$ cat config.mk
export PLATFORM = sky130hd
export DESIGN_NAME = hazard_unit_mc
export DESIGN_NICKNAME = d
export VERILOG_FILES = /design/src/rtl/hazard_io_pkg.sv /design/src/rtl/hazard_unit_mc_md_scoreboard.sv /design/src/rtl/hazard_unit_mc.sv
export SDC_FILE = /design/constraint.sdc
export NUM_CORES = 1
export LEC_CHECK = 0
export BUFFER_PORTS_ARGS = -buffer_cell sky130_fd_sc_hd__buf_4
export CAP_MARGIN = 30
export CORE_AREA = 2 2 81 83
export CTS_CLUSTER_DIAMETER = 150
export DETAILED_ROUTE_END_ITERATION = 16
export DIE_AREA = 0 0 83 85
export PLACE_DENSITY_LB_ADDON = 0.12
export REMOVE_ABC_BUFFERS = 1
export SLEW_MARGIN = 15
export SYNTH_ARGS = -nofsm -noshare
export SYNTH_HDL_FRONTEND = slang
export SYNTH_SLANG_ARGS = --single-unit
$ cat constraint.sdc
create_clock -name clk -period 1.85 [get_ports clk]
set_input_delay 0.0925 -clock clk [delete_from_list [all_inputs] [get_ports clk]]
set_output_delay 0.0925 -clock clk [all_outputs]
set_load 0.05 [all_outputs]
$ cat src/rtl/hazard_io_pkg.sv
// hazard_io: shared types, constants and forwarding helper for the multi-cycle hazard unit
//  hazard_mc_in  : D/E/M/W register indices, load-in-E flag, branch-taken, stage write enables
//  hazard_mc_out : stall/flush controls and E-stage forward selects
package hazard_io;

    localparam int REG_W    = 5;
    localparam int MD_CNT_W = 4;

    typedef enum logic [1:0] {MD_IDLE, MD_RUN, MD_WB} md_state_t;

    typedef struct packed {
        logic [REG_W-1:0] rs1d;
        logic [REG_W-1:0] rs2d;
        logic [REG_W-1:0] rs1e;
        logic [REG_W-1:0] rs2e;
        logic [REG_W-1:0] rde;
        logic [REG_W-1:0] rdm;
        logic [REG_W-1:0] rdw;
        logic             result_src_e_zero;
        logic             pc_src_e;
        logic             reg_write_e;
        logic             reg_write_m;
        logic             reg_write_w;
    } hazard_mc_in;

    typedef struct packed {
        logic       stall_f;
        logic       stall_d;
        logic       flush_d;
        logic       flush_e;
        logic [1:0] forward_ae;
        logic [1:0] forward_be;
    } hazard_mc_out;

    // M has priority over W because it holds the younger result
    function automatic logic [1:0] fwd_sel(
        input logic [REG_W-1:0] rs,
        input logic [REG_W-1:0] rdm,
        input logic [REG_W-1:0] rdw,
        input logic             wm,
        input logic             ww
    );
        return (rs == '0)           ? 2'b00 :
               (wm && rdm == rs)    ? 2'b10 :
               (ww && rdw == rs)    ? 2'b01 : 2'b00;
    endfunction

endpackage

$ cat src/rtl/hazard_unit_mc_md_scoreboard.sv
// md_scoreboard: MD sequencer FSM with per-register pending bits
//  i_start/i_rd   : MD op valid in E and its destination
//  i_flush        : branch taken in E, suppresses issue
//  i_md_in_d      : MD op waiting in D
//  i_rs1d/i_rs2d  : D-stage source registers
//  o_busy, o_wb_valid, o_wb_rd : sequencer status and writeback pulse
//  o_sb_stall, o_md_stall      : D-stage stall requests
module md_scoreboard
    import hazard_io::*;
#(
    parameter int NREGS      = 32,
    parameter int MD_LATENCY = 4
) (
    input  logic             clk,
    input  logic             rst_n,
    input  logic             i_start,
    input  logic [REG_W-1:0] i_rd,
    input  logic             i_flush,
    input  logic             i_md_in_d,
    input  logic [REG_W-1:0] i_rs1d,
    input  logic [REG_W-1:0] i_rs2d,
    output logic             o_busy,
    output logic             o_wb_valid,
    output logic [REG_W-1:0] o_wb_rd,
    output logic             o_sb_stall,
    output logic             o_md_stall
);

    md_state_t            r_state;
    logic [MD_CNT_W-1:0]  r_cnt;
    logic [NREGS-1:0]     r_pending;
    logic [REG_W-1:0]     r_rd;
    logic                 r_busy;
    logic                 r_wb_valid;

    // RUN lasts MD_LATENCY-1 cycles so WB lands MD_LATENCY cycles after issue
    always_ff @(posedge clk or negedge rst_n) begin
        if (!rst_n) begin
            r_state    <= MD_IDLE;
            r_cnt      <= '0;
            r_pending  <= '0;
            r_rd       <= '0;
            r_busy     <= 1'b0;
            r_wb_valid <= 1'b0;
        end else begin
            case (r_state)
                MD_IDLE: if (i_start && !i_flush) begin
                    r_cnt   <= MD_CNT_W'(MD_LATENCY - 1);
                    r_rd    <= i_rd;
                    r_busy  <= 1'b1;
                    r_state <= MD_RUN;
                    if (i_rd != '0) r_pending[i_rd] <= 1'b1;
                end
                MD_RUN: begin
                    r_cnt <= r_cnt - 1'b1;
                    if (r_cnt == MD_CNT_W'(1)) begin
                        r_state    <= MD_WB;
                        r_wb_valid <= 1'b1;
                    end
                end
                MD_WB: begin
                    r_pending[r_rd] <= 1'b0;
                    r_wb_valid      <= 1'b0;
                    r_busy          <= 1'b0;
                    r_state         <= MD_IDLE;
                end
                default: r_state <= MD_IDLE;
            endcase
        end
    end

    assign o_busy     = r_busy;
    assign o_wb_valid = r_wb_valid;
    assign o_wb_rd    = r_rd;
    assign o_sb_stall = r_pending[i_rs1d] | r_pending[i_rs2d];
    assign o_md_stall = i_md_in_d & r_busy;

endmodule

$ cat src/rtl/hazard_unit_mc.sv
// hazard_unit_mc: forwarding, load-use / scoreboard / MD stalls and branch flush for the 5-stage core
//  clk, rst_n   : clock, asynchronous active-low reset
//  hz_i         : pipeline register indices and control bits
//  md_start_e, md_rd_e, md_in_d : MD issue in E, its destination, MD op in D
//  hz_o         : StallF/StallD/FlushD/FlushE/ForwardAE/ForwardBE
//  md_busy, md_wb_valid, md_wb_rd : MD sequencer status and writeback
module hazard_unit_mc
    import hazard_io::*;
#(
    parameter int NREGS      = 32,
    parameter int MD_LATENCY = 4,
    parameter int FWD_EN     = 1
) (
    input  logic             clk,
    input  logic             rst_n,
    input  hazard_mc_in      hz_i,
    input  logic             md_start_e,
    input  logic [REG_W-1:0] md_rd_e,
    input  logic             md_in_d,
    output hazard_mc_out     hz_o,
    output logic             md_busy,
    output logic             md_wb_valid,
    output logic [REG_W-1:0] md_wb_rd
);

    logic w_sb_stall;
    logic w_md_stall;
    logic w_lw_stall;
    logic w_nofwd_stall;
    logic w_any_stall;

    md_scoreboard #(
        .NREGS      (NREGS),
        .MD_LATENCY (MD_LATENCY)
    ) u_sb (
        .clk        (clk),
        .rst_n      (rst_n),
        .i_start    (md_start_e),
        .i_rd       (md_rd_e),
        .i_flush    (hz_i.pc_src_e),
        .i_md_in_d  (md_in_d),
        .i_rs1d     (hz_i.rs1d),
        .i_rs2d     (hz_i.rs2d),
        .o_busy     (md_busy),
        .o_wb_valid (md_wb_valid),
        .o_wb_rd    (md_wb_rd),
        .o_sb_stall (w_sb_stall),
        .o_md_stall (w_md_stall)
    );

    function automatic logic raw(input logic [REG_W-1:0] rs, input hazard_mc_in h);
        return (rs != '0) && ((h.reg_write_e && h.rde == rs) ||
                              (h.reg_write_m && h.rdm == rs) ||
                              (h.reg_write_w && h.rdw == rs));
    endfunction

    assign w_lw_stall    = hz_i.result_src_e_zero && hz_i.rde != '0 &&
                           (hz_i.rde == hz_i.rs1d || hz_i.rde == hz_i.rs2d);
    assign w_nofwd_stall = (FWD_EN == 0) && (raw(hz_i.rs1d, hz_i) || raw(hz_i.rs2d, hz_i));
    assign w_any_stall   = w_lw_stall | w_sb_stall | w_md_stall | w_nofwd_stall;

    // Outputs are held at zero while reset is asserted, whatever the inputs
    always_comb begin
        hz_o = '0;
        if (rst_n) begin
            hz_o.stall_f    = w_any_stall;
            hz_o.stall_d    = w_any_stall;
            hz_o.flush_d    = hz_i.pc_src_e;
            hz_o.flush_e    = w_any_stall | hz_i.pc_src_e;
            hz_o.forward_ae = (FWD_EN != 0) ? fwd_sel(hz_i.rs1e, hz_i.rdm, hz_i.rdw, hz_i.reg_write_m, hz_i.reg_write_w) : 2'b00;
            hz_o.forward_be = (FWD_EN != 0) ? fwd_sel(hz_i.rs2e, hz_i.rdm, hz_i.rdw, hz_i.reg_write_m, hz_i.reg_write_w) : 2'b00;
        end
    end

endmodule

==> results of run 1 <==
==> per-layer routing <==
metal,up-vias,share of wire (%)
li1,1359,-
met1,1346,45
met2,116,47
met3,8,6.6
met4,0,1.1
met5,-,0
==> cell families after synthesis <==
kind of cell               Yosys count  share of synthesized area (%)
and+or+nand+nor                    107                           19.8
AOI/OAI and AO/OA                   90                           17.6
DFF                                 45                           38.4
xor gates and xnor gates            31                           9.26
muxes                               25                           11.6
buffers and inverters               15                           2.47
adders and majority gates            2                          0.853
==> flip-flops by register name (all words and copies together), names as in the netlist <==
register and count:
u_sb.o_busy 1, u_sb.r_state 2, u_sb.r_cnt 4, u_sb.o_wb_rd 5
u_sb.o_wb_valid 1, u_sb.r_pending 32
==> stage by stage <==
step	instance area (um^2)	instances	total power [mW]	setup TNS [ns]	hold slack [ns]
3_5_place_dp	3750	484	3.72	-0.520	-0.0127
6_report	3920	496	4.56	-1.20	0.0266
4_1_cts	3900	495	4.54	-1.23	0.0142
5_1_grt	3920	496	4.85	-1.49	0.0245
2_1_floorplan	2870	303	2.74	-0.677	-0.203
3_3_place_gp	3750	484	3.66	-0.472	-0.00973
==> cell type report <==
cell class                      instances  area, um^2  area share, %
Multi-Input combinational cell        255        1740           44.4
Sequential cell                        45        1130           28.8
Clock inverter                          2        37.5          0.959
Clock buffer                            6        82.6           2.11
Inverter                                3        11.3          0.288
Timing Repair Buffer                  108         825           21.1
Tap cell                               77        96.3           2.46
==> worst reg2reg max path: cells and delay by family, from the launching register on <==
| kind | cells | cell delay [ns] |
|---|---|---|
| and+or+nand+nor | 3 | 1.00 |
| DFF | 1 | 0.38 |
| AOI/OAI and AO/OA | 1 | 0.29 |
==> power breakdown <==
part / switching (mW) / internal (mW) / total, mW
logic: 1.16 / 0.970 / 2.13
registers: 0.294 / 1.35 / 1.64
clock network: 0.349 / 0.439 / 0.788
==> timing repair <==
item / CTS / global route
buffers inserted: 2 / 1
pin swaps: 6 / 3
endpoints found under the setup margin: 3 / 11
endpoints found under the hold margin: 14 / 0
resized for setup: 8 / 7
hold buffers: 1 / 0
==> worst max-delay path by stage <==
stage	from	to	slack, ns	cells past startpoint
after floorplan	hz_i[22]	hz_o[0]	-0.24	4
after global placement	u_sb.r_pending[3]	hz_o[6]	-0.16	7
after detailed placement	u_sb.r_pending[3]	hz_o[6]	-0.18	7
after CTS	u_sb.r_pending[7]	hz_o[4]	-0.43	7
after global routing	u_sb.r_pending[14]	hz_o[4]	-0.51	7
final	u_sb.r_pending[15]	hz_o[4]	-0.42	7
==> cell usage in the layout (no fill, tap or decap), types with 2 or more instances in the layout <==
cell type and count:
buf_4 104, o21ai_0 62, dfrtp_1 45, nand2_1 32, xnor2_1 22, mux2i_1 18
nand3_1 12, nor2_1 11, nand3b_1 9, xor2_1 9, nor2b_1 7, clkbuf_8 6
nand2b_1 5, mux4_2 5, a21oi_1 4, or4_1 4, nand4_1 4, nor4_1 4
o21ai_1 4, inv_1 3, and2_1 3, a31oi_1 3, a22oi_1 3, and3_1 3
o21a_1 3, buf_6 3, nor3b_1 2, and3b_1 2, or3_1 2, ha_1 2
==> metrics.txt, run 1 <==
Worst EP arrival=2.18 ns; final WL=8210 um; layout cell share with drive strength beyond 1=30.8%; row count=29; Final setup viols=3; VDD IR max=0.915 mV; sink of the worst hold path=u_sb.o_wb_rd[0]; grt met1 use=33.0%; number of DRC markers in iteration 0=155; CTS Root Buffer Type=clkbuf_8; CTS Buf Count=5; slowest stage cell, crit path=mux4_2; antenna viol nets, final=0; worst reg-to-reg setup slack=0.09 ns; Crit. End Element=primary output; Hold Path Class=in -> reg; Tcrit/Tclk final=123%; Post-synth EDFFs=0; area leader, netlist=dfrtp_1; Crit path max-delay family=compound AO/OA/AOI/OAI gates; leak pwr=1.61 nW; YS warnings=0; post-synthesis sequential area ratio=38.4%; Least-Margin Pin Slew=0.429 ns; Vias=2829; failing checks=setup timing; Port Buffer Count=62; All-Layer GR Usage=24.0%; area grow syn2layout=33.5%; met3 GRT Util=3.79%; Syn Inst Count=315; Remaining DRCs=0; distinct cell type count after synthesis=46; count leader, synth=o21ai_0; Setup WS post-layout=-0.420 ns; RSZ-0062 raised after global routing=yes; Max transition margin=71.3%; GPL Wtd Cong=0.844; Die X=83 um; Pwr Density=1160 nW/um^2; dpl ws=-0.183 ns; Clock Sinks=45; critical-path maximum fanout=2; worst path required time=1.76 ns; status=complete, but fails checks; final hold violations=0; Antenna Cells=0; Vias/cell=5.70; Synth top area share=38.4%; Reg2Reg Launch Point=u_sb.r_state[0]; FF+latch count, synth=45; die area=7060 um^2; TritonRoute pass-1 iters=4; Initial Utilization=47.3%; Reg2Reg Depth=4; crit-path cells=mux4_2 > nand3_2 > a41oi_2 > a221oi_2 > nand4_1 > o21a_1 > buf_6; fmax=440 MHz; ranking of synthesized cells by area=dfrtp_1 38%, o21ai_0 11%, xnor2_1 6.6%; hold path depth=3; htree depth=2; final worst path period need=2.27 ns; total congestion overflow=0; worst r2r dst=u_sb.r_pending[6]; max incr delay on CP=0.50 ns; Core Util, Final=63.1%; Mean Syn Cell Area=9.31 um^2; layer with the highest usage=met2; Final #Nets=469; initial antenna violation count=0; Max Cap Viol=0; CTS tree=built; vias in the first global route=2741; crit start category=flip-flop; core area=6200 um^2; Final Skew=0.0111 ns; met2 usage=39.9%; first-pass GRT wire length=13600 um; Die H=85 um; largest net degree at the start of global routing=32; ys flop type=dfrtp_1; hpwl dp=6400 um; final slew viol count=0; Filler cells=533; io pins=64; drt wl/cell=16.6 um; critical path class=reg -> out; WP buf/inv=1; Post-synth ARST share=100%; Post-synth top cells=66 x o21ai_0, 45 x dfrtp_1, 33 x nand2_1; Longest Clk Path Bufs=2; Cell Area, Synth=2930 um^2; HP Start=md_rd_e[0]; Worst-Skew Late Latency=0.30 ns; clock-pin transition on the worst setup and hold timing paths=0.09 ns
Power figures use the tool's default switching activity.
==> run 2: changes to the inputs <==
- CORE_AREA: 2 2 81 83 -> 2 2 77 79
- DIE_AREA: 0 0 83 85 -> 0 0 79 81
- SYNTH_HIERARCHICAL: unset -> 1
==> run 2 against run 1 <==
The run still ends with setup timing left. Via count increased by 1.4%. Final cell count decreased by 2.8%. Register-to-register slack improved by 0.08 ns. Global-route usage increased by 3.8 points. Clock skew decreased by 0.0045 ns. Routed wire length increased by 0.54%. Critical path depth decreased by 1.
==> metrics.txt, run 2 <==
Final setup viols=3 (unchanged); drt wl/cell=17.1 um (+3.5%); Final TNS setup=-1.86 ns (-0.653 ns); routed wl met2=4140 um (+6.4%); critical path class=reg -> out; Final Skew=0.00658 ns (-0.00453 ns); M1 WL=3350 um (-9.2%); critical-path maximum fanout=3 (+1); row count=28 (-3.4%); Vias/cell=5.95 (+4.3%); Die H=81 um (-4.7%); core area=5680 um^2 (-8.5%); dpl ws=-0.496 ns (-0.313 ns); count leader, synth=o21ai_0; Mean Syn Cell Area=9.43 um^2 (+1.3%); commonest cells after routing, fill and taps aside=91 x buf_4, 64 x o21ai_0, 45 x dfrtp_1, 32 x nand2_1, 20 x xor2_1; Port Buffer Count=62 (unchanged); CTS Root Buffer Type=clkbuf_8; Worst EP arrival=2.40 ns (+0.22 ns); Least-Margin Pin Slew=0.380 ns (-0.0494 ns); Worst-Skew Late Latency=0.30 ns (about the same); leak pwr=1.59 nW (-1.2%); wire length on met3=551 um (+1.8%); ys flop type=dfrtp_1; All-Layer GR Usage=27.8% (+3.8 points); Die X=79 um (-4.8%); Syn Inst Count=313 (-0.63%); Hold Path Class=in -> reg; final WL=8260 um (+0.54%); hpwl dp=6630 um (+3.6%); RSZ-0062 raised after global routing=yes; worst path required time=1.76 ns (about the same); TritonRoute pass-1 iters=5 (+1); htree depth=2 (unchanged); Crit. End Element=primary output; Remaining DRCs=0 (unchanged); CTS tree=built; Post-synth ARST share=100% (unchanged); distinct cell type count after synthesis=49 (+6.5%); ranking of synthesized cells by area=dfrtp_1 38%, o21ai_0 11%, xor2_1 5.9%; total congestion overflow=0 (unchanged); largest register by flop count=u_sb/r_pending; die area=6400 um^2 (-9.3%); FF+latch count, synth=45 (unchanged); number of DRC markers in iteration 0=224 (+45%); Tcrit/Tclk final=135% (+12 points); termination of the worst setup path=hz_o[4]; first-pass GRT wire length=13600 um (+0.40%); Synth top area share=38.1% (-0.26 points); Max transition margin=74.7% (+3.4 points); initial antenna violation count=0 (unchanged); final slew viol count=0 (unchanged); vias in the first global route=2829 (+3.2%); Initial Utilization=52.0% (+4.8 points); FF/Latch Area=1130 um^2 (unchanged); Clock Sinks=45 (unchanged); area grow syn2layout=30.7%; Max Cap Viol=0 (unchanged); failing checks=setup timing; GPL Wtd Cong=0.867 (+2.7%); hold path depth=2 (-1); post-synthesis sequential area ratio=38.1% (-0.26 points); Final #Nets=457 (-2.6%); final hold violations=0 (unchanged); antenna viol nets, final=0 (unchanged); Reg2Reg Launch Point=u_sb/r_state[0]; Reg2Reg Depth=5 (+1); max reg flops=32 (unchanged); total power=4.28 mW (-6.0%); Post-synth EDFFs=0 (unchanged); Placed Instances=471 (-2.7%); Antenna Cells=0 (unchanged); final worst path period need=2.50 ns (+0.226 ns); worst r2r dst=u_sb/r_pending[23]; VDD IR max=0.797 mV (-13%); clock-pin transition on the worst setup and hold timing paths=0.09 ns (about the same); Top Layer Used=met4; HP Start=md_rd_e[4]; fmax=401 MHz (-9.1%); commonest non-fill, non-tap cell in the layout=buf_4; worst reg-to-reg setup slack=0.17 ns (+0.08 ns); CTS Buf Count=5 (unchanged); Pwr Density=1110 nW/um^2 (-4.7%); largest net degree at the start of global routing=32 (unchanged); layout cell share with drive strength beyond 1=30.2% (-0.57 points); Layout Cells excl Fill=482 (-2.8%); Longest Clk Path Bufs=2 (unchanged); io pins=64 (unchanged); area of the multi-input gates=1750 um^2 (+1.0%); Cell Area, Synth=2950 um^2 (+0.68%); worst setup path startpoint=u_sb/r_pending[24]; area leader, netlist=dfrtp_1; YS warnings=6 (+6); Setup WS post-layout=-0.646 ns (-0.226 ns); Vias=2868 (+1.4%); status=complete, but fails checks; Post-synth top cells=65 x o21ai_0, 45 x dfrtp_1, 32 x nand2_1; Filler cells=500 (-6.2%); crit start category=flip-flop
-- run 2: changes by cell type in the layout (fill, tap and decap cells not counted), sizes merged, moves of 5 or more --
cell	delta
xnor2	-13
inv	+5
nand3	-5
xor2	+11
buf	-13
nand3b	-6
-- run 2: how the worst min path moves through the flow --
stage                                   end  slack [ns]
after global placement      u_sb/o_wb_valid        0.09
after global routing      u_sb/r_pending[1]        0.03
after floorplan                 u_sb/o_busy       -0.20
after CTS                 u_sb/r_pending[1]        0.03
after detailed placement    u_sb/o_wb_valid         0.1
final                     u_sb/r_pending[1]        0.03
-- run 2: critical path: stages (launching register included) --
cell	delay [ns]
dfrtp_1	0.42
mux4_2	0.48
mux4_2	0.46
a211o_1	0.29
o21ai_2	0.15
o211ai_1	0.10
buf_4	0.20
-- run 2: cell type report --
class	count	share of cell area, %
Timing Repair Buffer	95	19.1
Sequential cell	45	29.2
Clock inverter	2	0.972
Tap cell	75	2.43
Multi-Input combinational cell	251	45.4
Clock buffer	6	2.14
Inverter	8	0.778
-- run 2: kinds of logic after synthesis --
kind of cell / after synthesis / synth area share (%)
multiplexers: 26 / 13.4
buffers and inverters: 17 / 2.67
AND/OR/NAND/NOR: 101 / 18.3
AO/OA/AOI/OAI: 93 / 18.1
XOR/XNOR: 29 / 8.60
flip-flops: 45 / 38.1
adder cells (fa/ha/maj): 2 / 0.847
-- run 2: routing by layer --
layer	vias to the layer above	track usage (%)
met5	-	0
met1	1374	34.2
met3	18	4.11
met4	0	10.7
li1	1339	-
met2	137	49.4
-- run 2: what timing repair did --
item / CTS / global route
setup endpoints to repair: 3 / 5
pin swaps: 3 / 0
buffers inserted: 1 / 1
resized for setup: 7 / 2
endpoints found under the hold margin: 14 / 0
hold buffers: 1 / 0
-- run 2: per-stage QoR --
step | util [%] | hold WS, ns | cell area, um^2
5_1_grt | 68.0 | 0.0250 | 3860
6_report | 68.0 | 0.0319 | 3860
3_5_place_dp | 65.2 | 0.0974 | 3700
4_1_cts | 67.8 | 0.0254 | 3850
3_3_place_gp | 65.2 | 0.0948 | 3700
2_1_floorplan | - | -0.203 | 2900
-- run 2: power breakdown --
part	leakage (nW)	internal [mW]	switching, mW
clock network	0.0574	0.439	0.334
logic	1.08	0.829	1.03
registers	0.456	1.32	0.326
total	1.59	2.59	1.69
